**src/rtl/video_page_engine.sv**
```systemverilog
// rtl/video_page_engine.sv - video-page select, fill and scrolled copy engine
//
// Ports:
//   clk, reset              system clock, synchronous active-high reset
//   cmd_valid/cmd_ready     page command handshake (accept on valid && ready)
//   cmd_op                  0 select, 1 fill, 2 copy, 3 reserved
//   cmd_page/cmd_src        target/destination page, copy source page
//   cmd_color, cmd_vscroll  fill colour index, signed copy row offset
//   mem_addr/we/re/wdata    single-port framebuffer master, {page, offset}
//   mem_rdata               read data, valid the cycle after mem_re
//   draw_page               page selected for the polygon rasteriser
//   busy, done              operation in progress, one-cycle completion pulse
module video_page_engine #(
    parameter int ROW_WORDS = 80,
    parameter int ROWS      = 200,
    parameter int PAGE_AW   = 14
) (
    input  logic               clk,
    input  logic               reset,
    input  logic               cmd_valid,
    output logic               cmd_ready,
    input  logic [1:0]         cmd_op,
    input  logic [1:0]         cmd_page,
    input  logic [1:0]         cmd_src,
    input  logic [3:0]         cmd_color,
    input  logic [8:0]         cmd_vscroll,
    output logic [PAGE_AW+1:0] mem_addr,
    output logic               mem_we,
    output logic               mem_re,
    output logic [15:0]        mem_wdata,
    input  logic [15:0]        mem_rdata,
    output logic [1:0]         draw_page,
    output logic               busy,
    output logic               done
);

    localparam int RW = $clog2(ROWS);
    localparam int WW = $clog2(ROW_WORDS);
    localparam logic [RW-1:0] LAST_ROW  = RW'(ROWS - 1);
    localparam logic [WW-1:0] LAST_WORD = WW'(ROW_WORDS - 1);
    localparam logic [8:0]    ROWS9     = 9'(ROWS);

    // S_START is the decode cycle between accept and the first working state.
    typedef enum logic [2:0] {
        S_IDLE, S_START, S_FILL, S_COPY_RD, S_COPY_WR, S_DONE
    } state_t;

    state_t        r_state;
    state_t        w_next;
    logic [1:0]    r_op;
    logic [1:0]    r_page;
    logic [1:0]    r_src;
    logic [3:0]    r_color;
    logic [8:0]    r_vs;
    logic [RW-1:0] r_row;
    logic [RW-1:0] r_last_row;
    logic [WW-1:0] r_word;
    logic          r_up;
    logic [1:0]    r_draw_page;

    logic [8:0]         w_abs;
    logic               w_vs_pos;
    logic               w_copy_none;
    logic [RW-1:0]      w_first_row;
    logic [RW-1:0]      w_last_row;
    logic [RW-1:0]      w_src_row;
    logic [RW-1:0]      w_row_sel;
    logic [PAGE_AW-1:0] w_off;
    logic               w_word_end;
    logic               w_row_last;

    assign w_abs    = r_vs[8] ? (~r_vs + 9'd1) : r_vs;
    assign w_vs_pos = !r_vs[8] && (r_vs != 9'd0);

    // Only destination rows whose source row lies on the page are visited, so
    // the visited set is one contiguous range: [vs, ROWS-1] walked downward for
    // a positive scroll (keeps same-page scrolls from reading overwritten
    // rows), [0, ROWS-1-|vs|] walked upward otherwise.
    assign w_copy_none = ((r_src == r_page) && (r_vs == 9'd0)) || (w_abs >= ROWS9);
    assign w_first_row = w_vs_pos ? LAST_ROW : '0;
    assign w_last_row  = w_vs_pos ? RW'(w_abs) : LAST_ROW - RW'(w_abs);
    assign w_src_row   = r_up ? r_row + RW'(w_abs) : r_row - RW'(w_abs);

    assign w_row_sel  = (r_state == S_COPY_RD) ? w_src_row : r_row;
    assign w_off      = PAGE_AW'(w_row_sel) * PAGE_AW'(ROW_WORDS) + PAGE_AW'(r_word);
    assign w_word_end = (r_word == LAST_WORD);
    assign w_row_last = (r_row == r_last_row);

    assign cmd_ready = (r_state == S_IDLE) && !reset;
    assign draw_page = r_draw_page;

    always_comb begin
        w_next    = r_state;
        mem_we    = 1'b0;
        mem_re    = 1'b0;
        mem_addr  = '0;
        mem_wdata = '0;
        busy      = 1'b0;
        done      = 1'b0;
        case (r_state)
            S_IDLE: begin
                if (cmd_valid) w_next = S_START;
            end
            S_START: begin
                case (r_op)
                    2'd1:    w_next = S_FILL;
                    2'd2:    w_next = w_copy_none ? S_DONE : S_COPY_RD;
                    default: w_next = S_DONE;
                endcase
            end
            S_FILL: begin
                busy      = 1'b1;
                mem_we    = 1'b1;
                mem_addr  = {r_page, w_off};
                mem_wdata = {4{r_color}};
                if (w_word_end && w_row_last) w_next = S_DONE;
            end
            S_COPY_RD: begin
                busy     = 1'b1;
                mem_re   = 1'b1;
                mem_addr = {r_src, w_off};
                w_next   = S_COPY_WR;
            end
            S_COPY_WR: begin
                busy      = 1'b1;
                mem_we    = 1'b1;
                mem_addr  = {r_page, w_off};
                mem_wdata = mem_rdata;
                w_next    = (w_word_end && w_row_last) ? S_DONE : S_COPY_RD;
            end
            S_DONE: begin
                done   = 1'b1;
                w_next = S_IDLE;
            end
            default: w_next = S_IDLE;
        endcase
    end

    always_ff @(posedge clk) begin
        if (reset) begin
            r_state     <= S_IDLE;
            r_op        <= '0;
            r_page      <= '0;
            r_src       <= '0;
            r_color     <= '0;
            r_vs        <= '0;
            r_row       <= '0;
            r_last_row  <= '0;
            r_word      <= '0;
            r_up        <= 1'b1;
            r_draw_page <= '0;
        end else begin
            r_state <= w_next;
            case (r_state)
                S_IDLE: begin
                    if (cmd_valid) begin
                        r_op    <= cmd_op;
                        r_page  <= cmd_page;
                        r_src   <= cmd_src;
                        r_color <= cmd_color;
                        r_vs    <= cmd_vscroll;
                    end
                end
                S_START: begin
                    r_word <= '0;
                    if (r_op == 2'd0) r_draw_page <= r_page;
                    if (r_op == 2'd2) begin
                        r_row      <= w_first_row;
                        r_last_row <= w_last_row;
                        r_up       <= !w_vs_pos;
                    end else begin
                        r_row      <= '0;
                        r_last_row <= LAST_ROW;
                        r_up       <= 1'b1;
                    end
                end
                S_FILL, S_COPY_WR: begin
                    if (w_word_end) begin
                        r_word <= '0;
                        if (!w_row_last) r_row <= r_up ? r_row + RW'(1) : r_row - RW'(1);
                    end else begin
                        r_word <= r_word + WW'(1);
                    end
                end
                default: ;
            endcase
        end
    end

endmodule

```
**config.mk**
```make
export PLATFORM = sky130hd
export DESIGN_NAME = video_page_engine
export DESIGN_NICKNAME = d
export VERILOG_FILES = /design/src/rtl/video_page_engine.sv
export SDC_FILE = /design/constraint.sdc
export NUM_CORES = 1
export LEC_CHECK = 0
export BUFFER_PORTS_ARGS = -buffer_cell sky130_fd_sc_hd__buf_2
export CORE_AREA = 2 2 85 95
export DETAILED_ROUTE_END_ITERATION = 12
export DIE_AREA = 0 0 87 97
export PLACE_DENSITY = 0.77
export SYNTH_ARGS = -nofsm -noshare
export SYNTH_HDL_FRONTEND = slang
export SYNTH_SLANG_ARGS = --single-unit
```
**constraint.sdc**
```tcl
create_clock -name clk -period 6.4 [get_ports clk]
set_input_delay 1.28 -clock clk [delete_from_list [all_inputs] [get_ports clk]]
set_output_delay 1.28 -clock clk [all_outputs]
set_load 0.005 [all_outputs]
```
==> results.md, run 1 <==
* Status: completed
* Setup TNS at 0 ps
* Via Count at 3811
* Crit path DAT at 5000 ps
* CP max-delay cell: dfxtp_4
* Tmin final at 6280 ps
* Mapped Area at 3990 um2
* Place WS at 191 ps
* Ys async rst share at 0%
* Diodes inserted at 0
* Final Setup Violations at 0
* Post-synth cell types at 54
* CTS tree: done
* Vias in the first global route at 3479
* I/O pins at 77
* Fillcell total at 671
* Initial antenna violation count at 0
* DP Area at 4390 um2
* Achievable frequency at 159 MHz
* Root Driver: clkbuf_8
* Global-route wire length before repair at 15600 um
* Vias/cell at 5.58
* Post-Syn Instances at 532
* Hold Vio Cnt, Final at 0
* CP peak stage delay at 400 ps
* Die height at 97 um
* R2r setup slk at 3270 ps
* Critical Path Start: r_vs[0]
* Port buffer count at 76
* Critical R2R Launch: r_state[2]
* Nets@finish at 674
* DRT antenna net count at 0
* Post-synth EDFFs at 0
* GP Congestion at 0.854
* Drt drc at 0
* Layout cells sized above 1 at 23.7%
* FF/Latch Area at 971 um2
* Setup Skew at 9.61 ps
* Hold_sp: r_color[2]
* CORE AREA at 7390 um2
* Setup ws final at 121 ps
* Final Cell Area at 4730 um2
* Max FO, Critical Path at 5
* Hold crit path type: reg2reg
* Total GRT Usage at 22.1%
* Synth Flop Type: dfxtp_1
* Sequential share of the synthesized area at 24.1%
* Hold-fix buffers, CTS at 0
* Worst Setup End Kind: output port
* Net Count, Synth at 611
* Pwr Density at 188 nW/um2
* # rows at 33
* Die width at 87 um
* Layout area overhead at 18.5%
* Most frequent cells in the layout: 83 x nand2_1, 76 x buf_2, 58 x a21oi_1
* Fin crit share at 98.1%
* Max-Cap Viols at 0
* Clock buffer depth at 2
* Relative slew margins at 25.8%
* Area of the multi-input gates at 3030 um2
* Grt ovf at 0
* Total Wirelength at 9780 um
* Fin. max-slew vios at 0
* Crit start category: flip-flop
* WL per Instance at 14.3 um
* Slew @ Worst Pin at 1110 ps
* Largest net degree at the start of global routing at 51
* Initial drt markers at 231
* Die area at 8440 um2
* CTS Buf Count at 5
* Peak supply drop at 0.167 mV
* Crit Path Class: reg2out
* Most common cell after layout, fill and taps aside: nand2_1
* Power Total at 0.000888 W
* Worst skew pair latency at 310 ps
* Critical Path RT at 5120 ps
* Initial Util at 54.0%
* TritonCTS Sinks at 48
* YS warnings at 0
* Worst-path cell chain: inv_4, ha_2, mux2i_2, ha_2, nor2_1, a21oi_2, ha_1, a211oi_2, o21ai_1, a31oi_1, xnor2_1, xnor2_1, nor2_2, xor2_1, ha_1, ha_4, a21oi_4, xnor2_2, nand3_1, xor2_1, xnor3_1, nor2_1, buf_2
* Worst-path clk slew at 90 ps
* Post-Syn Area per Cell at 7.50 um2
* H-tree levels at 2
* Drt pass-1 iters at 4
* Leak at 2.08 nW
* Synthesis-stage register bit count at 48
* Placed wire-length estimate at 7060 um
[kinds of logic (layout without fill, tap and decap cells)]
logic type	after synthesis	in the layout	synth area share [%]
AO/OA/AOI/OAI	138	138	21.5
buffers and inverters	48	112	4.83
multiplexers	4	4	1.07
flip-flops	48	48	24.1
XOR/XNOR	47	47	11.0
adder cells (fa/ha/maj)	41	41	13.6
AND/OR/NAND/NOR	206	206	23.9
[path summary, 6_finish.rpt]
check                                     to  depth (start not counted)
worst max-delay path            mem_addr[13]                         23
worst min register to register    r_color[2]                          2
worst min-delay path              r_color[2]                          2
worst max register to register      r_row[3]                          7
[metal layers]
| layer | track usage [%] | share of wire [%] | wire, um | up-vias |
|---|---|---|---|---|
| met5 | 0 | 0 | 0 | - |
| met4 | 4.21 | 0.89 | 87 | 0 |
| met3 | 2.05 | 3.2 | 315 | 10 |
| met2 | 38.3 | 51 | 5010 | 85 |
| met1 | 29.6 | 45 | 4370 | 1743 |
| li1 | - | - | - | 1973 |
[metrics by stage]
| step | hold slack (ps) | cells | util (%) |
|---|---|---|---|
| 4_1_cts | 464 | 679 | 61.3 |
| 5_1_grt | 490 | 683 | 63.9 |
| 2_1_floorplan | 437 | 532 | - |
| 3_5_place_dp | 450 | 669 | 59.4 |
| 6_report | 460 | 683 | 63.9 |
| 3_3_place_gp | 445 | 669 | 59.4 |
[worst max-delay path: cells and delay by family, from the launching register on]
kind / cells / cell delay, ps
compound gates: 5 / 710
flops: 1 / 400
buf+inv: 2 / 170
mux: 1 / 220
fa+ha+maj: 5 / 1570
simple gates: 4 / 480
xor+xnor: 6 / 1160
[Yosys cell counts (all sizes together) (2+ instances only)]
library cell | count | area share, %
nand2 | 83 | 7.8
a21oi | 62 | 7.8
dfxtp | 48 | 24
nor2 | 48 | 4.6
ha | 37 | 12
clkbuf | 26 | 2.4
xnor2 | 23 | 5.1
xor2 | 23 | 5.4
o21ai | 22 | 2.8
inv | 17 | 1.6
nor2b | 17 | 2.7
nor3 | 13 | 1.6
nand3 | 12 | 1.5
a21o | 8 | 1.5
a31oi | 8 | 1.3
a211oi | 6 | 1.1
a311oi | 5 | 1.1
and3 | 5 | 0.78
buf | 5 | 0.78
nor4 | 5 | 0.78
o21a | 5 | 0.94
or3 | 5 | 0.78
and2 | 4 | 0.63
fa | 4 | 2.0
nand2b | 4 | 0.63
o31ai | 4 | 0.75
a31o | 3 | 0.66
o21bai | 3 | 0.56
a22o | 2 | 0.44
a22oi | 2 | 0.38
a41oi | 2 | 0.44
mux2 | 2 | 0.56
mux2i | 2 | 0.50
nor4bb | 2 | 0.50
o211ai | 2 | 0.38
or2 | 2 | 0.31
[flip-flops by register name, summed over array words and instances, names as in the netlist, 3 cells and up]
signal,flops
r_word,7
r_color,4
r_last_row,8
r_state,3
r_vs,9
r_row,8
[area by class of cell]
type                            instances  share of cell area, %
Clock inverter                          3                  0.450
Tap cell                               87                   2.30
Timing Repair Buffer                   87                   9.80
Clock buffer                            5                   1.46
Multi-Input combinational cell        436                   64.0
Inverter                               17                   1.40
Sequential cell                        48                   20.5
[timing repair]
item                                    in CTS  in global routing
endpoints found under the setup margin       2                  2
resized for setup                           12                 36
gates cloned                                 0                  0
setup buffers                                2                  4
endpoints found under the hold margin        0                  0
pin swaps                                    2                 24
[report_power, final]
part           switching (W)  total (W)  internal (W)
Combinational       0.000195   0.000335      0.000140
Sequential         0.0000397   0.000364      0.000324
Clock               0.000111   0.000189     0.0000778
Total               0.000346   0.000888      0.000542
(Power assumes the default switching activity.)
==> run 2: changes to the inputs <==
REMOVE_ABC_BUFFERS = 1   (was default)
==> run 2 against run 1 <==
Clock skew is 1.0 ps higher. Die area stayed put. Cell count is 0.59% higher. Cell area is 0.42% higher. Via count is 2.7% higher. Wire length is 5.4% higher. Clock power is 25% higher. Critical path type unchanged. Critical endpoint unchanged. Largest power group unchanged.
==> results.md, run 2 (synthesis results as in run 1) <==
* Worst Setup End Kind: output port
* Placed wire-length estimate at 7420 um (+5.2%)
* Worst skew pair latency at 310 ps (about the same)
* CTS Buf Count at 5 (unchanged)
* Final Setup Violations at 0 (unchanged)
* Vias in the first global route at 3742 (+7.6%)
* Place WS at 120 ps (-70.9 ps)
* Hold_sp: r_color[0]
* Hold Vio Cnt, Final at 0 (unchanged)
* Clock buffer depth at 2 (unchanged)
* Status: completed
* Initial drt markers at 198 (-14%)
* GP Congestion at 0.876 (+2.6%)
* Worst-path clk slew at 90 ps (about the same)
* Critical path endpoint: mem_addr[13]
* Min Hold Slack at 460 ps (+0.0290 ps)
* Crit start category: flip-flop
* Achievable frequency at 161 MHz (+0.79%)
* Initial antenna violation count at 0 (unchanged)
* TritonCTS Sinks at 48 (unchanged)
* WL per Instance at 15.0 um (+4.8%)
* Setup ws final at 170 ps (+49.3 ps)
* Vias/cell at 5.70 (+2.1%)
* Die width at 87 um (unchanged)
* Max FO, Critical Path at 7 (+2)
* CP max-delay cell: dfxtp_4
* CTS tree: done
* Die height at 97 um (unchanged)
* Largest net degree at the start of global routing at 51 (unchanged)
* Drt drc at 0 (unchanged)
* Drt pass-1 iters at 5 (+1)
* Critical R2R Launch: r_state[2]
* Hold-fix buffers, CTS at 0 (unchanged)
* Total Wirelength at 10300 um (+5.4%)
* # rows at 33 (unchanged)
* I/O pins at 77 (unchanged)
* Most flop-heavy register: r_vs
* Total GRT Usage at 23.6% (+1.5 points)
* Final Cell Area at 4750 um2 (+0.42%)
* Crit Path Class: reg2out
* Die area at 8440 um2 (unchanged)
* DP Area at 4390 um2 (+0.17%)
* Slew @ Worst Pin at 1130 ps (+18.0 ps)
* Hold crit path type: reg2reg
* Fin crit share at 97.3% (-0.77 points)
* Nets@finish at 678 (+0.59%)
* Initial Util at 54.0% (unchanged)
* Most frequent cells in the layout: 83 x nand2_1, 76 x buf_2, 59 x a21oi_1
* CORE AREA at 7390 um2 (unchanged)
* CP peak stage delay at 400 ps (about the same)
* Critical Path Start: r_vs[1]
* Leak at 2.10 nW (+0.90%)
* DRT antenna net count at 0 (unchanged)
* Layout cells sized above 1 at 23.2% (-0.49 points)
* Most common cell after layout, fill and taps aside: nand2_1
* R2r setup slk at 3180 ps (-90 ps)
* Fin. max-slew vios at 0 (unchanged)
* Reg-to-reg endpoint: r_row[3]
* Grt ovf at 0 (unchanged)
* Core Util, Final at 64.2% (+0.27 points)
* Crit path DAT at 4950 ps (-50 ps)
* Root Driver: clkbuf_8
* Worst-case reg-to-reg path depth at 7 (unchanged)
* Port buffer count at 76 (unchanged)
* Layout area overhead at 19.0%
* Peak supply drop at 0.152 mV (-9.0%)
* Setup Skew at 10.6 ps (+1.03 ps)
* Largest regs: r_vs (9), r_last_row (8), r_row (8)
* H-tree levels at 2 (unchanged)
* Diodes inserted at 0 (unchanged)
* Via Count at 3913 (+2.7%)
* Pwr Density at 200 nW/um2 (+6.7%)
* Max-Cap Viols at 0 (unchanged)
* Most frequent CP cell: ha_1
* Tmin final at 6230 ps (-49.3 ps)
* Global-route wire length before repair at 16600 um (+6.6%)
* Max FFs per register at 9 (unchanged)
* Worst-path cell chain: inv_1, ha_4, mux2i_4, ha_2, nor2_1, a21oi_2, ha_1, a21o_1, a211oi_1, o31ai_2, ha_1, ha_1, fa_2, a21o_1, a21oi_2, xnor2_2, nand3_1, xor2_1, xnor3_1, nor2_1, buf_2
* Relative slew margins at 24.6% (-1.2 points)
* Critical Path RT at 5120 ps (about the same)
run 2: changes by cell type in the layout (fill, tap and decap cells not counted), sizes merged:
cell      previous run  this run
bufinv               0         1
buf                 87        91
inv                 18        17
clkinvlp             1         0
clkbuf               5         6
run 2: area by class of cell:
class,count,area [um2]
clock buffer,6,82.6
inverter,17,63.8
fill,651,2650
clock inverter,2,38.8
timing repair buffer,91,493
multi-input combinational,436,2990
sequential,48,971
tap,87,109
run 2: how the worst min path moves through the flow:
stage                 end  slack (ps)  depth (start not counted)
3_5_place_dp   r_color[0]         450                          2
6_report       r_color[0]         460                          2
3_3_place_gp   r_color[1]         440                          2
2_1_floorplan  r_color[0]         430                          2
4_1_cts        r_color[0]         460                          2
5_1_grt        r_color[3]         480                          2
run 2: worst max-delay path, delay by kind of cell (launching register included):
family                   cells  cell delay, ps
AO/OA/AOI/OAI                6            1150
XOR/XNOR                     3             590
adder cells (fa/ha/maj)      6            1820
buffers and inverters        2             190
flip-flops                   1             400
multiplexers                 1             180
AND/OR/NAND/NOR              3             310
run 2: report_power, final:
| part | leakage (nW) | switching (W) | internal (W) |
|---|---|---|---|
| clock | 0.0614 | 0.000109 | 0.000128 |
| sequential | 0.393 | 0.0000391 | 0.000324 |
| combinational | 1.64 | 0.000205 | 0.000147 |
| total | 2.10 | 0.000352 | 0.000599 |
run 2: repair_timing:
action                     in CTS  in global routing
pin swaps                       0                 22
gates cloned                    0                  0
setup endpoints to repair       2                  3
buffers inserted                0                  9
gates resized for setup         8                 28
run 2: metal layers:
metal / vias to the layer above / part of all wire [%] / track usage (%)
met5: - / 0 / 0
met4: 0 / 2.6 / 7.09
met3: 21 / 4.0 / 3.50
met2: 98 / 51 / 42.2
met1: 1808 / 42 / 28.6
li1: 1986 / - / -
run 2: stage by stage:
stage               TNS [ps]  cells  power, W
floorplan                  0    501  0.000587
global placement           0    670  0.000679
detailed placement         0    670  0.000690
CTS                        0    678  0.000929
global route           -58.4    687   0.00101
finish                     0    687  0.000951
==> run 3: changes to the inputs <==
BUFFER_PORTS_ARGS = -buffer_cell sky130_fd_sc_hd__buf_4   (was -buffer_cell sky130_fd_sc_hd__buf_2)
==> run 3 against run 2 <==
Clock power shrank 19%. Cell count shrank 0.73%. Largest power group is now combinational cells. Combinational power grew 6.0%. Sequential power is essentially flat. Power shrank 2.5%. Die area is the same. Register-to-register slack lost 40 ps. Wire length grew 2.6%. Critical path depth grew 3. Highest routed layer unchanged. Setup slack lost 47 ps. Utilization grew 2.3 points.
==> results.md, run 3 (synthesis results as in run 1) <==
* Status: completed
* Slew @ Worst Pin at 1160 ps (+27.7 ps)
* Power Total at 0.000928 W (-2.5%)
* # rows at 33 (unchanged)
* Peak supply drop at 0.127 mV (-16%)
* Die width at 87 um (unchanged)
* Worst skew pair latency at 310 ps (about the same)
* Worst-path clk slew at 90 ps (about the same)
* Largest regs: r_vs (9), r_last_row (8), r_row (8)
* Total GRT Usage at 24.1% (+0.45 points)
* Tmin final at 6280 ps (+47.3 ps)
* Via Count at 3902 (-0.28%)
* Reg-to-reg endpoint: r_row[3]
* R2r setup slk at 3140 ps (-40 ps)
* Worst-case reg-to-reg path depth at 7 (unchanged)
* Largest net degree at the start of global routing at 51 (unchanged)
* H-tree levels at 2 (unchanged)
* I/O pins at 77 (unchanged)
* Critical Path Start: r_vs[0]
* Drt pass-1 iters at 4 (-1)
* Critical R2R Launch: r_state[2]
* Global-route wire length before repair at 16700 um (+0.37%)
* Crit Path Class: reg2out
* Metal1 wirelength at 4550 um (+5.4%)
* Max FFs per register at 9 (unchanged)
* Fin. max-slew vios at 0 (unchanged)
* Met3 WL at 400 um (-3.6%)
* Max-Cap Viols at 0 (unchanged)
* Max FO, Critical Path at 5 (-2)
* Final Setup Violations at 0 (unchanged)
* Crit path DAT at 5000 ps (+50 ps)
* Hold Vio Cnt, Final at 0 (unchanged)
* CTS tree: done
* Initial antenna violation count at 0 (unchanged)
* Placed wire-length estimate at 7580 um (+2.1%)
* Grt ovf at 0 (unchanged)
* CTS Buf Count at 5 (unchanged)
* WL met2 at 5410 um (+1.9%)
* Diodes inserted at 0 (unchanged)
* Core Util, Final at 66.5% (+2.3 points)
* Most flop-heavy register: r_vs
* Relative slew margins at 22.6% (-2.0 points)
* Leak at 2.12 nW (+1.2%)
* Nets@finish at 674 (-0.59%)
* Initial Util at 54.0% (unchanged)
* Die height at 97 um (unchanged)
* Hold-fix buffers, CTS at 0 (unchanged)
* Port buffer count at 76 (unchanged)
* DR top layer: met4
* TritonCTS Sinks at 48 (unchanged)
* Hold_sp: r_color[3]
* GP Congestion at 0.879 (+0.39%)
* Total Wirelength at 10600 um (+2.6%)
* Layout area overhead at 23.2%
* Hold crit path type: reg2reg
* Root Driver: clkbuf_8
* Most common cell after layout, fill and taps aside: buf_4
* Setup Skew at 4.12 ps (-6.53 ps)
* Most frequent cells in the layout: 87 x buf_4, 83 x nand2_1, 58 x a21oi_1
* Critical Path RT at 5120 ps (about the same)
* DRT antenna net count at 0 (unchanged)
* Clock buffer depth at 2 (unchanged)
* Die area at 8440 um2 (unchanged)
* CORE AREA at 7390 um2 (unchanged)
* WL per Instance at 15.5 um (+3.3%)
* Pwr Density at 189 nW/um2 (-5.8%)
* Fin crit share at 98.1% (+0.74 points)
* Vias in the first global route at 3642 (-2.7%)
* Vias/cell at 5.72 (+0.45%)
* Worst Hold Path EP: r_color[3]
* Drt drc at 0 (unchanged)
* Crit start category: flip-flop
* Achievable frequency at 159 MHz (-0.75%)
* Hold Crit Depth at 2 (unchanged)
* Layout cells sized above 1 at 23.0% (-0.14 points)
* Initial drt markers at 139 (-30%)
* Worst Setup End Kind: output port
==> run 3: changes by cell type in the layout (fill, tap and decap cells not counted), sizes merged <==
cell    change
buf         -4
bufinv      -1
==> run 3: how the worst max path moves through the flow <==
stage | end | slack [ps]
after floorplan | mem_addr[13] | 720
after global placement | mem_addr[13] | 360
after detailed placement | mem_addr[13] | 190
after CTS | mem_addr[13] | 10
after global routing | mem_addr[13] | -140
final | mem_addr[13] | 120
==> run 3: area by class of cell <==
cell class / count / area (um2)
Fill cell: 659 / 2480
Timing Repair Buffer: 87 / 653
Clock inverter: 1 / 8.76
Tap cell: 87 / 109
Clock buffer: 6 / 82.6
Inverter: 17 / 66.3
Sequential cell: 48 / 971
Multi-Input combinational cell: 436 / 3020
==> run 3: what timing repair did <==
action                                  in CTS  in global routing
setup buffers                                0                  7
pin swaps                                    0                 11
resized for setup                           12                 33
endpoints found under the setup margin       2                  4
==> run 3: critical path, cell delays in order, from the launching register on <==
cell	delay [ps]
dfxtp_4	390
inv_4	60
ha_4	260
nor4bb_1	320
o31a_1	240
nor2_1	70
xnor2_1	190
ha_1	300
o21ai_1	90
nand2b_1	100
a21o_1	180
a21oi_1	170
xor2_1	180
o21ai_2	80
ha_1	350
ha_4	320
o21ai_0	110
o21bai_1	290
a21oi_4	110
xnor2_2	160
nand3_1	100
xor2_1	160
xnor3_1	230
nor2_1	100
buf_4	120
==> run 3: metal layers <==
layer	track usage (%)	vias up
li1	-	1968
met1	30.2	1830
met2	42.4	89
met3	2.99	15
met4	6.73	0
met5	0	-
==> run 3: metrics by stage <==
| stage | cells | hold WS (ps) | TNS, ps | setup WS [ps] | cell area (um2) |
|---|---|---|---|---|---|
| after detailed placement | 668 | 449 | 0 | 193 | 4570 |
| after global placement | 668 | 443 | 0 | 364 | 4570 |
| after floorplan | 501 | 431 | 0 | 719 | 3860 |
| after global routing | 682 | 485 | -158 | -143 | 4910 |
| final | 682 | 460 | 0 | 123 | 4910 |
| after CTS | 675 | 463 | 0 | 12.5 | 4700 |
==> run 3: power by group <==
| part | switching (W) | internal (W) |
|---|---|---|
| Combinational | 0.000210 | 0.000161 |
| Sequential | 0.0000401 | 0.000324 |
| Clock | 0.000105 | 0.0000864 |
| Total | 0.000356 | 0.000572 |
